## config.mk

```make
export PLATFORM = sky130hd
export DESIGN_NAME = parada_rampa_parcial
export DESIGN_NICKNAME = d
export VERILOG_FILES = /design/src/rtl/parada_rampa_parcial_pkg.sv /design/src/rtl/parada_rampa_parcial_contador_permanencia.sv /design/src/rtl/parada_rampa_parcial.sv
export SDC_FILE = /design/constraint.sdc
export NUM_CORES = 1
export LEC_CHECK = 0
export ABC_AREA = 1
export CAP_MARGIN = 20
export CORE_ASPECT_RATIO = 0.5
export CORE_UTILIZATION = 57
export DETAILED_ROUTE_END_ITERATION = 6
export DONT_BUFFER_PORTS = 1
export PLACE_DENSITY = 0.85
export REMOVE_ABC_BUFFERS = 1
export SYNTH_ARGS = -nofsm -noshare
export SYNTH_HDL_FRONTEND = slang
export SYNTH_HIERARCHICAL = 1
export SYNTH_SLANG_ARGS = --single-unit
export TNS_END_PERCENT = 5
```

## constraint.sdc

```tcl
create_clock -name clk -period 3.15 [get_ports clk]
set_clock_uncertainty 0.1 [all_clocks]
set_input_delay 0.63 -clock clk [delete_from_list [all_inputs] [get_ports clk]]
set_output_delay 0.63 -clock clk [all_outputs]
set_load 0.1 [all_outputs]
```

## src/rtl/parada_rampa_parcial_pkg.sv

```systemverilog
`default_nettype none
// ============================================================================
// Module   : parada_pkg
// Purpose  : Shared types and constants for the soft-stop ramp controller.
//            State enum, one-hot level codes {100,50,30} and PWM duty
//            percentages, plus a helper that keeps only the highest level.
// Revision : 1.0 - initial release
// ============================================================================
package parada_pkg;

  typedef enum logic [2:0] {
    PASO    = 3'd0,
    BAJA100 = 3'd1,
    BAJA50  = 3'd2,
    BAJA30  = 3'd3,
    PARO    = 3'd4
  } estado_parada_t;

  // Level codes packed as {100%, 50%, 30%}
  localparam logic [2:0] NIVEL_30  = 3'b001;
  localparam logic [2:0] NIVEL_50  = 3'b010;
  localparam logic [2:0] NIVEL_100 = 3'b100;

  localparam int PWM_PCT_30  = 30;
  localparam int PWM_PCT_50  = 50;
  localparam int PWM_PCT_100 = 100;

  // Reduces any combination of upstream levels to one-hot (or zero),
  // highest level winning.
  function automatic logic [2:0] nivel_mayor(input logic [2:0] niveles);
    logic [2:0] res;
    res = 3'b000;
    if (niveles[2])      res = NIVEL_100;
    else if (niveles[1]) res = NIVEL_50;
    else if (niveles[0]) res = NIVEL_30;
    return res;
  endfunction

endpackage
`default_nettype wire

```

## src/rtl/parada_rampa_parcial_contador_permanencia.sv

```systemverilog
`default_nettype none
// ============================================================================
// Module   : contador_permanencia
// Purpose  : Clear/enable up-counter with terminal-count equality compare.
//            Clear has priority over enable.
// Ports    : clk, reset (async, active-high), clr, en, term[CNT_W]
//            -> cuenta[CNT_W] (current count), fin (cuenta == term)
// Revision : 1.0 - initial release
// ============================================================================
module contador_permanencia
  import parada_pkg::*;
#(
  parameter int CNT_W = 16
) (
  input  logic             clk,
  input  logic             reset,
  input  logic             clr,
  input  logic             en,
  input  logic [CNT_W-1:0] term,
  output logic [CNT_W-1:0] cuenta,
  output logic             fin
);

  logic [CNT_W-1:0] cuenta_q;
  logic [CNT_W-1:0] cuenta_d;

  always_comb begin
    cuenta_d = cuenta_q;
    if (clr)     cuenta_d = '0;
    else if (en) cuenta_d = cuenta_q + 1'b1;
  end

  always_ff @(posedge clk or posedge reset) begin
    if (reset) cuenta_q <= '0;
    else       cuenta_q <= cuenta_d;
  end

  assign cuenta = cuenta_q;
  assign fin    = (cuenta_q == term);

endmodule
`default_nettype wire

```

## src/rtl/parada_rampa_parcial.sv

```systemverilog
`default_nettype none
// ============================================================================
// Module   : parada_rampa_parcial
// Purpose  : Soft-stop controller. Passes the start-ramp level through
//            (registered, highest level only) and, on a stop request, steps
//            the drive 100% -> 50% -> 30% -> off with a dwell per level.
//            Emergencia forces an immediate stop.
// Ports    : clk, reset (async, active-high), Parar, Emergencia,
//            in_30/in_50/in_100 (upstream levels)
//            -> out_30/out_50/out_100 (drive), detenido (stopped),
//               ocupado (ramp-down in progress)
// Options  : PARADA_PWM_EN adds parameter PWM_PER and output pwm_out, a
//            PWM with duty set by the active level, updated per period.
// Revision : 1.0 - initial release
// ============================================================================
module parada_rampa_parcial
  import parada_pkg::*;
#(
  parameter int DWELL_100 = 1000,
  parameter int DWELL_50  = 1000,
  parameter int DWELL_30  = 1000,
  parameter int CNT_W     = 16
`ifdef PARADA_PWM_EN
  ,
  parameter int PWM_PER   = 100
`endif
) (
  input  logic clk,
  input  logic reset,
  input  logic Parar,
  input  logic Emergencia,
  input  logic in_30,
  input  logic in_50,
  input  logic in_100,
  output logic out_30,
  output logic out_50,
  output logic out_100,
  output logic detenido,
`ifdef PARADA_PWM_EN
  output logic pwm_out,
`endif
  output logic ocupado
);

  estado_parada_t   state_q, state_d;
  logic [2:0]       niv_q, niv_d;
  logic             detenido_q, detenido_d;
  logic             ocupado_q, ocupado_d;
  logic [2:0]       entrada;
  logic [CNT_W-1:0] dwell_cnt;
  logic [CNT_W-1:0] dwell_term;
  logic             dwell_fin;
  logic             dwell_clr;
  logic             dwell_en;

  assign entrada = nivel_mayor({in_100, in_50, in_30});

  always_comb begin
    dwell_term = '0;
    case (state_q)
      BAJA100: dwell_term = CNT_W'(DWELL_100 - 1);
      BAJA50:  dwell_term = CNT_W'(DWELL_50 - 1);
      BAJA30:  dwell_term = CNT_W'(DWELL_30 - 1);
      default: dwell_term = '0;
    endcase
  end

  // Next state
  always_comb begin
    state_d = state_q;
    if (Emergencia) begin
      state_d = PARO;
    end else begin
      case (state_q)
        PASO: begin
          if (Parar) begin
            if (entrada == NIVEL_100)     state_d = BAJA100;
            else if (entrada == NIVEL_50) state_d = BAJA50;
            else if (entrada == NIVEL_30) state_d = BAJA30;
            else                          state_d = PARO;
          end
        end
        BAJA100: begin
          if (!Parar)         state_d = PASO;
          else if (dwell_fin) state_d = BAJA50;
        end
        BAJA50: begin
          if (!Parar)         state_d = PASO;
          else if (dwell_fin) state_d = BAJA30;
        end
        BAJA30: begin
          if (!Parar)         state_d = PASO;
          else if (dwell_fin) state_d = PARO;
        end
        PARO: begin
          if (!Parar) state_d = PASO;
        end
        default: state_d = PASO;
      endcase
    end
  end

  // Outputs are decoded from the next state so they register on the same
  // edge as the state itself.
  always_comb begin
    niv_d      = 3'b000;
    detenido_d = 1'b0;
    ocupado_d  = 1'b0;
    case (state_d)
      PASO:    niv_d = entrada;
      BAJA100: begin niv_d = NIVEL_100; ocupado_d = 1'b1; end
      BAJA50:  begin niv_d = NIVEL_50;  ocupado_d = 1'b1; end
      BAJA30:  begin niv_d = NIVEL_30;  ocupado_d = 1'b1; end
      PARO:    detenido_d = 1'b1;
      default: niv_d = 3'b000;
    endcase
  end

  // Any state change restarts the dwell; counting saturates so it can never
  // wrap back onto a terminal value.
  assign dwell_clr = (state_d != state_q);
  assign dwell_en  = ((state_d == BAJA100) || (state_d == BAJA50) ||
                      (state_d == BAJA30)) && (dwell_cnt != {CNT_W{1'b1}});

  contador_permanencia #(
    .CNT_W (CNT_W)
  ) u_dwell (
    .clk    (clk),
    .reset  (reset),
    .clr    (dwell_clr),
    .en     (dwell_en),
    .term   (dwell_term),
    .cuenta (dwell_cnt),
    .fin    (dwell_fin)
  );

  always_ff @(posedge clk or posedge reset) begin
    if (reset) begin
      state_q    <= PASO;
      niv_q      <= 3'b000;
      detenido_q <= 1'b0;
      ocupado_q  <= 1'b0;
    end else begin
      state_q    <= state_d;
      niv_q      <= niv_d;
      detenido_q <= detenido_d;
      ocupado_q  <= ocupado_d;
    end
  end

  assign out_100  = niv_q[2];
  assign out_50   = niv_q[1];
  assign out_30   = niv_q[0];
  assign detenido = detenido_q;
  assign ocupado  = ocupado_q;

`ifdef PARADA_PWM_EN
  localparam logic [CNT_W-1:0] DUTY_30  = CNT_W'((PWM_PER * PWM_PCT_30) / 100);
  localparam logic [CNT_W-1:0] DUTY_50  = CNT_W'((PWM_PER * PWM_PCT_50) / 100);
  localparam logic [CNT_W-1:0] DUTY_100 = CNT_W'((PWM_PER * PWM_PCT_100) / 100);

  logic [CNT_W-1:0] per_cnt;
  logic             per_fin;
  logic [CNT_W-1:0] duty_q, duty_d;
  logic             pwm_q, pwm_d;

  contador_permanencia #(
    .CNT_W (CNT_W)
  ) u_periodo (
    .clk    (clk),
    .reset  (reset),
    .clr    (per_fin),
    .en     (1'b1),
    .term   (CNT_W'(PWM_PER - 1)),
    .cuenta (per_cnt),
    .fin    (per_fin)
  );

  // Duty is latched only at the wrap so a level change waits for the next
  // period boundary.
  always_comb begin
    duty_d = duty_q;
    if (per_fin) begin
      case (niv_q)
        NIVEL_100: duty_d = DUTY_100;
        NIVEL_50:  duty_d = DUTY_50;
        NIVEL_30:  duty_d = DUTY_30;
        default:   duty_d = '0;
      endcase
    end
    pwm_d = !Emergencia && (per_cnt < duty_q);
  end

  always_ff @(posedge clk or posedge reset) begin
    if (reset) begin
      duty_q <= '0;
      pwm_q  <= 1'b0;
    end else begin
      duty_q <= duty_d;
      pwm_q  <= pwm_d;
    end
  end

  assign pwm_out = pwm_q;
`endif

endmodule
`default_nettype wire

```

==> results of run 1 <==
kinds of logic (layout without fill, tap and decap cells):
family,after synthesis,in the layout,synth area share
buffers and inverters,39,45,0.09122
and+or+nand+nor,157,158,0.4305
DFF,24,24,0.3317
adders and majority gates,1,1,0.006910
xor gates and xnor gates,13,13,0.06289
AOI/OAI and AO/OA,23,23,0.07463
other,1,11,0.002071
worst max-delay path, cell delays in order (launching register included):
cell	delay [ns]
dfrtp_1	0.42
nor2_4	0.19
nor2_4	0.09
xnor2_1	0.15
nand2_1	0.07
nor2_1	0.10
nand2_1	0.07
nor2_2	0.17
inv_1	0.07
o21ai_1	0.07
nand3_1	0.11
nand2_2	0.09
nand2_2	0.11
a21oi_1	0.22
buf_4	0.19
nor2_4	0.07
nor2_2	0.13
nand2_2	0.11
nor2_2	0.10
nand2_1	0.06
nand2_1	0.06
nor2_1	0.04
sequential cells by signal, indices dropped and copies added (netlist names):
register	cells
u_dwell/cuenta	16
niv_q	3
state_q	3
detenido	1
ocupado	1
power by group through the flow:
stage / Clock (mW) / Combinational [mW] / Sequential, mW
detailed placement: 0 / 0.131 / 0.360
CTS: 0.217 / 0.133 / 0.354
global route: 0.230 / 0.153 / 0.357
floorplan: 0 / 0.0986 / 0.362
finish: 0.212 / 0.138 / 0.356
global placement: 0 / 0.129 / 0.360
synth_stat cells (all sizes together):
library cell / count / area share
a211oi: 2 / 0.0083
a21oi: 11 / 0.035
a31oi: 1 / 0.0035
buf: 3 / 0.015
conb: 1 / 0.0021
dfrtp: 24 / 0.33
ha: 1 / 0.0069
inv: 36 / 0.076
nand2: 74 / 0.18
nand3: 22 / 0.072
nand3b: 1 / 0.0041
nand4: 9 / 0.031
nor2: 47 / 0.13
nor3: 1 / 0.0028
nor4: 1 / 0.0035
o21ai: 8 / 0.022
o21bai: 1 / 0.0062
or2: 2 / 0.0069
xnor2: 13 / 0.063
cell type report:
class,count,area [um^2]
Fill cell,246,1021
Tap cell,40,50.05
Sequential cell,24,600.6
Multi-Input combinational cell,206,1111
Clock buffer,4,55.05
Inverter,36,137.6
Timing Repair Buffer,5,37.54
path summary, 6_finish.rpt:
path / to / cells past startpoint / startpoint / slack [ns]
max in group asynchronous: u_dwell/cuenta[12]$_DFFE_PP0P_ / 1 / reset / 2.33
min in group clk: niv_q[1]$_DFF_PP0_ / 2 / in_50 / 0.40
max reg2reg: u_dwell/cuenta[13]$_DFFE_PP0P_ / 21 / state_q[1]$_DFF_PP0_ / 0.25
max: u_dwell/cuenta[13]$_DFFE_PP0P_ / 21 / state_q[1]$_DFF_PP0_ / 0.25
min: niv_q[0]$_DFF_PP0_ / 1 / reset / 0.09
min reg2reg: u_dwell/cuenta[3]$_DFFE_PP0P_ / 1 / u_dwell/cuenta[3]$_DFFE_PP0P_ / 0.52
repair_timing:
item	in CTS	in global routing
hold endpoints to repair	0	0
endpoints found under the setup margin	12	13
pin swaps	0	1
setup buffers	0	0
cloned	0	1
gates resized for setup	1	5
metal layers:
layer / share of wire / up-vias / track usage / routed length, um
li1: - / 836 / - / -
met1: 0.43 / 751 / 0.2786 / 1693
met2: 0.49 / 65 / 0.4317 / 1911
met3: 0.069 / 10 / 0.06154 / 269
met4: 0.012 / 0 / 0.06316 / 46
met5: 0 / - / 0 / 0
==> qor.yml, run 1 <==
run_status:
  status: "finished, final reports clean"
logic_synthesis:
  syn_inst: 258
  synth_seq_cells: 24
  syn_area_um2: 1810
  synth.distinct_cells: 29
  seq_area_frac_synth: 0.3317
  syn_avg_cell_area_um2: 7.017
  yosys_warnings: 6
cells_and_area:
  drive_gt1_frac: 0.2000
  final_nets: 284
  area_growth_pct: 10.02
  final_cell_mix: "nand2_1 (62), nor2_1 (31), inv_1 (28)"
  finalInstanceArea_um2: 1992
  final_common_cell: "nand2_1"
  instances_no_fill: 315
  antenna_cells: 0
  fin_util: 0.6611
route:
  finalWirelength_mm: 3.920
  wire_per_inst_um: 12.44
  drt-pass1-iter-count: 4
  drtIter0Drc: 86
  drc: 0
  ant_nets: 0
  vias: 1662
  vias_per_cell: 5.276
place:
  gp_congestion: 0.8646
  dpl.hpwl_mm: 2.879
  io_buffer_count: 0
  placedInstanceArea_um2: 1908
  pre_cts_ws_ns: -0.1083
  place_inst: 310
clocking:
  root_buffer: "clkbuf_8"
  h-tree-depth: 1
  cts_tree: "done"
  clk_pin_slew_ns: 0.09
  cts.sinks: 24
  cts_buffer_depth: 2
  holdBufCountCts: 0
  cts_buffers: 3
  insertion_delay_ns: 0.27
setup_path:
  arrival_ns: 2.97
  cp.required_ns: 3.22
  cp-start-kind: "flop"
  crit_type: "reg2reg"
  cp_max_fo: 7
  end_kind: "flop"
die:
  pin_count: 12
  die_w_um: 81.71
  num_rows: 14
  die_area_um2: 3419
  start_util: 0.6009
  dieHeight_um: 41.85
  core_um2: 3013
flow_run:
  maxCapViolCount: 0
pwr:
  comb_power_share: 0.195
  p_seq_frac: 0.505
  power_mw: 0.7059
  internal_power_mw: 0.4718
  p_switching_mw: 0.2341
  p_leak_nw: 0.9140
  ir_worst_vdd_mv: 0.3033
  p_sw_frac: 0.3317
  p_clk_frac: 0.301
  power.density_nw_per_um2: 354.4
timing:
  finalCritPeriodShare: 0.9194
  setup_viol: 0
  slew_violations: 0
  timing.final.ws_setup_ns: 0.2538
  relSlewSlack: 0.4152
  fin_crit_ns: 2.896
  worst_pin_slew_ns: 0.8779
  setup_tns_ns: 0
  timing.fmax_ghz: 0.3453
  timing.hold.ws_ns: 0.08553
  rsz0062_at_grt: "no"
  hold_viol_final: 0
global_route:
  grt_pass1_vias: 1470
  antenna_found_initial: 0
  grt_overflow_total: 0
  grt_pass1_wl_mm: 6.175
  grt_util_all_layers: 0.2384
  grt_start_max_net_pins: 17
min_path:
  min_path_type: "in2async"
Note: power is estimated with default switching activity, not from simulation.
==> inputs of run 2 (changes only) <==
==> constraint.sdc (replaced) <==
create_clock -name clk -period 3.15 [get_ports clk]
set_clock_uncertainty 0.1 [all_clocks]
set_input_delay 0.315 -clock clk [delete_from_list [all_inputs] [get_ports clk]]
set_output_delay 0.315 -clock clk [all_outputs]
set_load 0.1 [all_outputs]
==> run 2 against run 1 <==
Wire length is 0.56% higher. Die area unchanged. Critical path depth unchanged. Non-clock buffer count grew 1. Sequential cell count stayed put. Clock power about the same.
==> qor.yml, run 2 (synthesized netlist as in run 1, its figures left out) <==
die:
  die_w_um: 81.71  # unchanged
  dieHeight_um: 41.85  # unchanged
  pin_count: 12  # unchanged
  num_rows: 14  # unchanged
  start_util: 0.6009  # unchanged
  core_um2: 3013  # unchanged
  die_area_um2: 3419  # unchanged
timing:
  rsz0062_at_grt: "no"
  timing.hold.ws_ns: 0.08425  # -0.001279 ns
  setup_viol: 0  # unchanged
  worst_pin_slew_ns: 0.8780  # +0.0001514 ns
  finalCritPeriodShare: 0.9201  # about the same
  hold_viol_final: 0  # unchanged
  setup_tns_ns: 0  # unchanged
  timing.fmax_ghz: 0.3450  # about the same
  fin_crit_ns: 2.898  # +0.002074 ns
  timing.final.ws_setup_ns: 0.2517  # -0.002074 ns
  relSlewSlack: 0.4151  # about the same
  slew_violations: 0  # unchanged
setup_path:
  slowest_stage: "dfrtp_1"
  cp.required_ns: 3.22  # about the same
  reg2reg_slack_ns: 0.25  # about the same
  max_stage_delay_ns: 0.42  # about the same
  critical_path.cell_chain: "nor2_4 -> nor2_4 -> xnor2_1 -> nand2_1 -> nor2_1 -> nand2_1 -> nor2_2 -> inv_1 -> o21ai_1 -> nand3_1 -> nand2_2 -> nand2_2 -> a21oi_1 -> buf_4 -> nor2_4 -> nor2_2 -> nand2_2 -> nor2_2 -> nand2_1 -> nand2_1 -> nor2_1"
  reg2reg_to: "u_dwell/cuenta[13]$_DFFE_PP0P_"
  crit_type: "reg2reg"
  worstReg2RegStart: "state_q[1]$_DFF_PP0_"
  cp-start-kind: "flop"
  path_common_cell: "nand2_1"
  crit_path_start: "state_q[1]$_DFF_PP0_"
  end_kind: "flop"
  rr_worst_depth: 21  # unchanged
  cp_max_fo: 7  # unchanged
  endpoint: "u_dwell/cuenta[13]$_DFFE_PP0P_"
  arrival_ns: 2.96  # about the same
clocking:
  clk_pin_slew_ns: 0.09  # about the same
  postCtsSetupBuffers: 0  # unchanged
  root_buffer: "clkbuf_8"
  insertion_delay_ns: 0.27  # about the same
  cts_buffers: 3  # unchanged
  cts_tree: "done"
  cts.sinks: 24  # unchanged
  cts_buffer_depth: 2  # unchanged
  h-tree-depth: 1  # unchanged
route:
  wire_per_inst_um: 12.47  # +0.24%
  finalWirelength_mm: 3.942  # +0.56%
  drc: 0  # unchanged
  drt-pass1-iter-count: 5  # +1
  ant_nets: 0  # unchanged
  vias_per_cell: 5.307  # +0.58%
  drtIter0Drc: 76  # -12%
  vias: 1677  # +0.90%
cells_and_area:
  finalInstanceArea_um2: 2002  # +0.50%
  antenna_cells: 0  # unchanged
  final_common_cell: "nand2_1"
  largest_reg_flops: 16  # unchanged
  drive_gt1_frac: 0.1993  # -0.0007246
  fin_util: 0.6645  # +0.003322
  final_nets: 285  # +0.35%
  area_growth_pct: 10.57
  fillers: 244  # -0.81%
  ff_latch_area_um2: 600.6  # unchanged
  multiInputGateArea_um2: 1111  # unchanged
  instances_no_fill: 316  # +0.32%
  final_cell_mix: "nand2_1 (62), nor2_1 (31), inv_1 (28)"
place:
  pre_cts_ws_ns: -0.1083  # unchanged
  placedInstanceArea_um2: 1908  # unchanged
  gp_congestion: 0.8646  # unchanged
  dpl.hpwl_mm: 2.879  # unchanged
  io_buffer_count: 0  # unchanged
  place_inst: 310  # unchanged
min_path:
  min_path_type: "in2reg"
pwr:
  p_leak_nw: 0.9182  # +0.46%
  power.density_nw_per_um2: 352.7  # -0.47%
  ir_worst_vdd_mv: 0.3034  # about the same
  power_mw: 0.7061  # about the same
run_status:
  status: "finished, final reports clean"
global_route:
  grt_start_max_net_pins: 17  # unchanged
  grt_overflow_total: 0  # unchanged
  grt_util_all_layers: 0.2413  # +0.002833
  grt_pass1_wl_mm: 6.230  # +0.89%
  grt_pass1_vias: 1476  # +0.41%
  antenna_found_initial: 0  # unchanged
flow_run:
  maxCapViolCount: 0  # unchanged
## run 2: changes by cell type in the layout (fill, tap and decap cells not counted), sizes merged
| cell | delta |
|---|---|
| dlygate4sd3 | +1 |
## run 2: layer usage
| metal | wire length, um | global-route usage | vias to the layer above |
|---|---|---|---|
| met5 | 0 | 0 | - |
| met4 | 68 | 0.06316 | 0 |
| met3 | 182 | 0.06154 | 13 |
| met2 | 1957 | 0.4383 | 51 |
| met1 | 1734 | 0.2813 | 775 |
| li1 | - | - | 838 |
## run 2: repair_timing
item	4_1_cts	5_1_grt
pin swaps	0	1
gates resized for setup	1	5
hold buffers	1	0
endpoints found under the setup margin	12	13
endpoints found under the hold margin	24	0
cloned	0	1
## run 2: how the worst min path moves through the flow
stage	start	end	slack, ns	cells past startpoint
finish	in_50	niv_q[1]$_DFF_PP0_	0.08	2
global route	in_50	niv_q[1]$_DFF_PP0_	0.09	2
CTS	in_50	niv_q[1]$_DFF_PP0_	0.08	2
detailed placement	reset	niv_q[0]$_DFF_PP0_	0.07	1
global placement	reset	ocupado$_DFF_PP0_	0.07	1
floorplan	reset	detenido$_DFF_PP0_	0.03	1
## run 2: area by class of cell
cell class | instances | area share
multi-input combinational | 206 | 0.5550
sequential | 24 | 0.3000
inverter | 36 | 0.06875
clock buffer | 4 | 0.02750
tap | 40 | 0.02500
timing repair buffer | 6 | 0.02375
## run 2: critical path: cells and delay by family, from the launching register on
| family | cells | cell delay, ns |
|---|---|---|
| AOI/OAI and AO/OA | 2 | 0.28 |
| and+or+nand+nor | 16 | 1.59 |
| buffers and inverters | 2 | 0.26 |
| xor gates and xnor gates | 1 | 0.15 |
| DFF | 1 | 0.42 |
## run 2: power by group
| part | internal, mW | switching, mW | total (mW) |
|---|---|---|---|
| logic | 0.0460 | 0.0927 | 0.139 |
| registers | 0.315 | 0.0413 | 0.356 |
| clock network | 0.112 | 0.0996 | 0.211 |
==> inputs of run 3 (changes only) <==
--- a/config.mk
+++ b/config.mk
@@ -7,7 +7,7 @@
 export LEC_CHECK = 0
 export ABC_AREA = 1
 export CAP_MARGIN = 20
-export CORE_ASPECT_RATIO = 0.5
+export CORE_ASPECT_RATIO = 0.6
 export CORE_UTILIZATION = 57
 export DETAILED_ROUTE_END_ITERATION = 6
 export DONT_BUFFER_PORTS = 1
==> run 3 against run 2 <==
Count of clock-buffer cells in the layout is 1 lower. Final cell count rose by 1.3%. Critical path depth is 1 higher. Hold slack worse by 0.00060 ns. Non-clock buffer count up 3. Setup slack got worse by 0.13 ns. Sequential cell count is the same. Register-to-register slack got worse by 0.13 ns.
==> qor.yml, run 3 (synthesized netlist as in run 1, its figures left out) <==
route:
  drtIter0Drc: 213  # +180%
  ant_nets: 0  # unchanged
  vias_per_cell: 5.338  # +0.58%
  wire_per_inst_um: 13.59  # +8.9%
  vias: 1708  # +1.8%
  drc: 0  # unchanged
  finalWirelength_mm: 4.349  # +10%
  drt-pass1-iter-count: 5  # unchanged
setup_path:
  arrival_ns: 3.09  # +0.13 ns
  critPathBufInv: 4  # +2
  end_kind: "flop"
  critical_path.cell_chain: "nor2_2 -> nor2_1 -> buf_4 -> xnor2_1 -> nand3_1 -> nor2_2 -> nand2_1 -> nor2_4 -> inv_1 -> o21ai_1 -> nand3_1 -> nand2_2 -> nand2_4 -> a21oi_2 -> buf_4 -> inv_2 -> nand2_4 -> nand2_2 -> nor2_4 -> nand3_1 -> nand2_1 -> nor2_1"
  reg2reg_slack_ns: 0.13  # -0.13 ns
  rr_worst_depth: 22  # +4.8%
  cp_top_family: "simple AND/OR/NAND/NOR gates"
  worstReg2RegStart: "state_q[1]$_DFF_PP0_"
  reg2reg_to: "u_dwell/cuenta[15]$_DFFE_PP0P_"
  crit_type: "reg2reg"
  cp.required_ns: 3.22  # about the same
  max_stage_delay_ns: 0.41  # about the same
  slowest_stage: "dfrtp_1"
  path_common_cell: "nand3_1"
  cp_max_fo: 10  # +3
  cp-start-kind: "flop"
flow_run:
  maxCapViolCount: 0  # unchanged
pwr:
  power_mw: 0.7758  # +9.9%
  ir_worst_vdd_mv: 0.2631  # -13%
  p_leak_nw: 0.9459  # +3.0%
  power.density_nw_per_um2: 379.9  # +7.7%
timing:
  slew_violations: 0  # unchanged
  fin_crit_ns: 3.025  # +0.1266 ns
  finalCritPeriodShare: 0.9603  # +0.04019
  hold_viol_final: 0  # unchanged
  timing.hold.ws_ns: 0.08366  # -0.0005965 ns
  worst_pin_slew_ns: 0.8738  # -0.004221 ns
  relSlewSlack: 0.4179  # +0.002812
  timing.final.ws_setup_ns: 0.1251  # -0.1266 ns
  timing.fmax_ghz: 0.3306  # -4.2%
  setup_viol: 0  # unchanged
die:
  dieHeight_um: 45.66  # +9.1%
  pin_count: 12  # unchanged
  die_area_um2: 3413  # -0.18%
  start_util: 0.6144  # +0.01352
  num_rows: 15  # +1
  die_w_um: 74.76  # -8.5%
  core_um2: 2947  # -2.2%
clocking:
  cts.sinks: 24  # unchanged
  cts_tree: "done"
  cts_buffer_depth: 2  # unchanged
  cts_buffers: 3  # unchanged
  clk_pin_slew_ns: 0.09  # about the same
  insertion_delay_ns: 0.27  # about the same
  root_buffer: "clkbuf_8"
  h-tree-depth: 1  # unchanged
cells_and_area:
  antenna_cells: 0  # unchanged
  area_growth_pct: 12.79
  final_common_cell: "nand2_1"
  drive_gt1_frac: 0.2086  # +0.009358
  final_nets: 287  # +0.70%
  largest_reg_flops: 16  # unchanged
  final_cell_mix: "nand2_1 (62), nor2_1 (32), inv_1 (28)"
place:
  io_buffer_count: 0  # unchanged
  gp_congestion: 0.8959  # +3.6%
  pre_cts_ws_ns: 0.1378  # +0.2461 ns
  dpl.hpwl_mm: 3.215  # +12%
min_path:
  min_from: "in_50"
  hold-path-cell-count: 2  # unchanged
  min_path_type: "in2reg"
  min_to: "niv_q[1]$_DFF_PP0_"
global_route:
  grt_pass1_vias: 1382  # -6.4%
  antenna_found_initial: 0  # unchanged
  grt_start_max_net_pins: 17  # unchanged
  gr-usage-met3: 0.05531  # -0.006229
  grt_overflow_total: 0  # unchanged
  use_met2: 0.3495  # -0.08878
  top_usage_layer: "met1"
  grt_util_met1: 0.4557  # +0.1743
  grt_pass1_wl_mm: 6.734  # +8.1%
  grt_util_all_layers: 0.2679  # +0.02660
run_status:
  status: "finished, final reports clean"
run 3: area by class of cell:
type	instances	area, um^2
Clock buffer	3	41.29
Clock inverter	1	30.03
Fill cell	247	904.6
Inverter	36	137.6
Multi-Input combinational cell	205	1109
Sequential cell	24	601.8
Tap cell	42	52.55
Timing Repair Buffer	9	70.07
run 3: worst max-delay path by stage:
stage | slack, ns | cells after the start | from | endpoint
after floorplan | -0.08 | 19 | state_q[2]$_DFF_PP0_ | u_dwell/cuenta[13]$_DFFE_PP0P_
after global placement | 0.29 | 22 | state_q[0]$_DFF_PP0_ | u_dwell/cuenta[15]$_DFFE_PP0P_
after detailed placement | 0.14 | 22 | state_q[0]$_DFF_PP0_ | u_dwell/cuenta[15]$_DFFE_PP0P_
after CTS | 0.09 | 22 | state_q[0]$_DFF_PP0_ | u_dwell/cuenta[15]$_DFFE_PP0P_
after global routing | -0.09 | 21 | state_q[1]$_DFF_PP0_ | u_dwell/cuenta[9]$_DFFE_PP0P_
final | 0.13 | 22 | state_q[1]$_DFF_PP0_ | u_dwell/cuenta[15]$_DFFE_PP0P_
run 3: repair_timing:
item                                    CTS  global route
hold buffers                              1             0
gates resized for setup                   0             7
buffers inserted                          0             2
endpoints found under the setup margin    0            13
hold endpoints to repair                 24             0
run 3: per-stage QoR:
step,area [um^2],cells,utilization,TNS [ns]
final,2042,320,0.6930,0
after global routing,2042,320,0.6930,-0.5100
after CTS,1999,318,0.6786,0
after detailed placement,1918,313,0.6510,0
after global placement,1918,313,0.6510,0
after floorplan,1821,265,-,-0.3720
run 3: where the power goes:
group | internal, mW | total (mW) | switching, mW
Sequential | 0.315 | 0.354 | 0.0393
Combinational | 0.0486 | 0.146 | 0.0977
Clock | 0.170 | 0.275 | 0.105
run 3: per-layer routing:
layer  vias up  part of all wire
met4         0            0.0053
met2        86              0.40
met5         -                 0
met3         4             0.083
li1        845                 -
met1       773              0.51
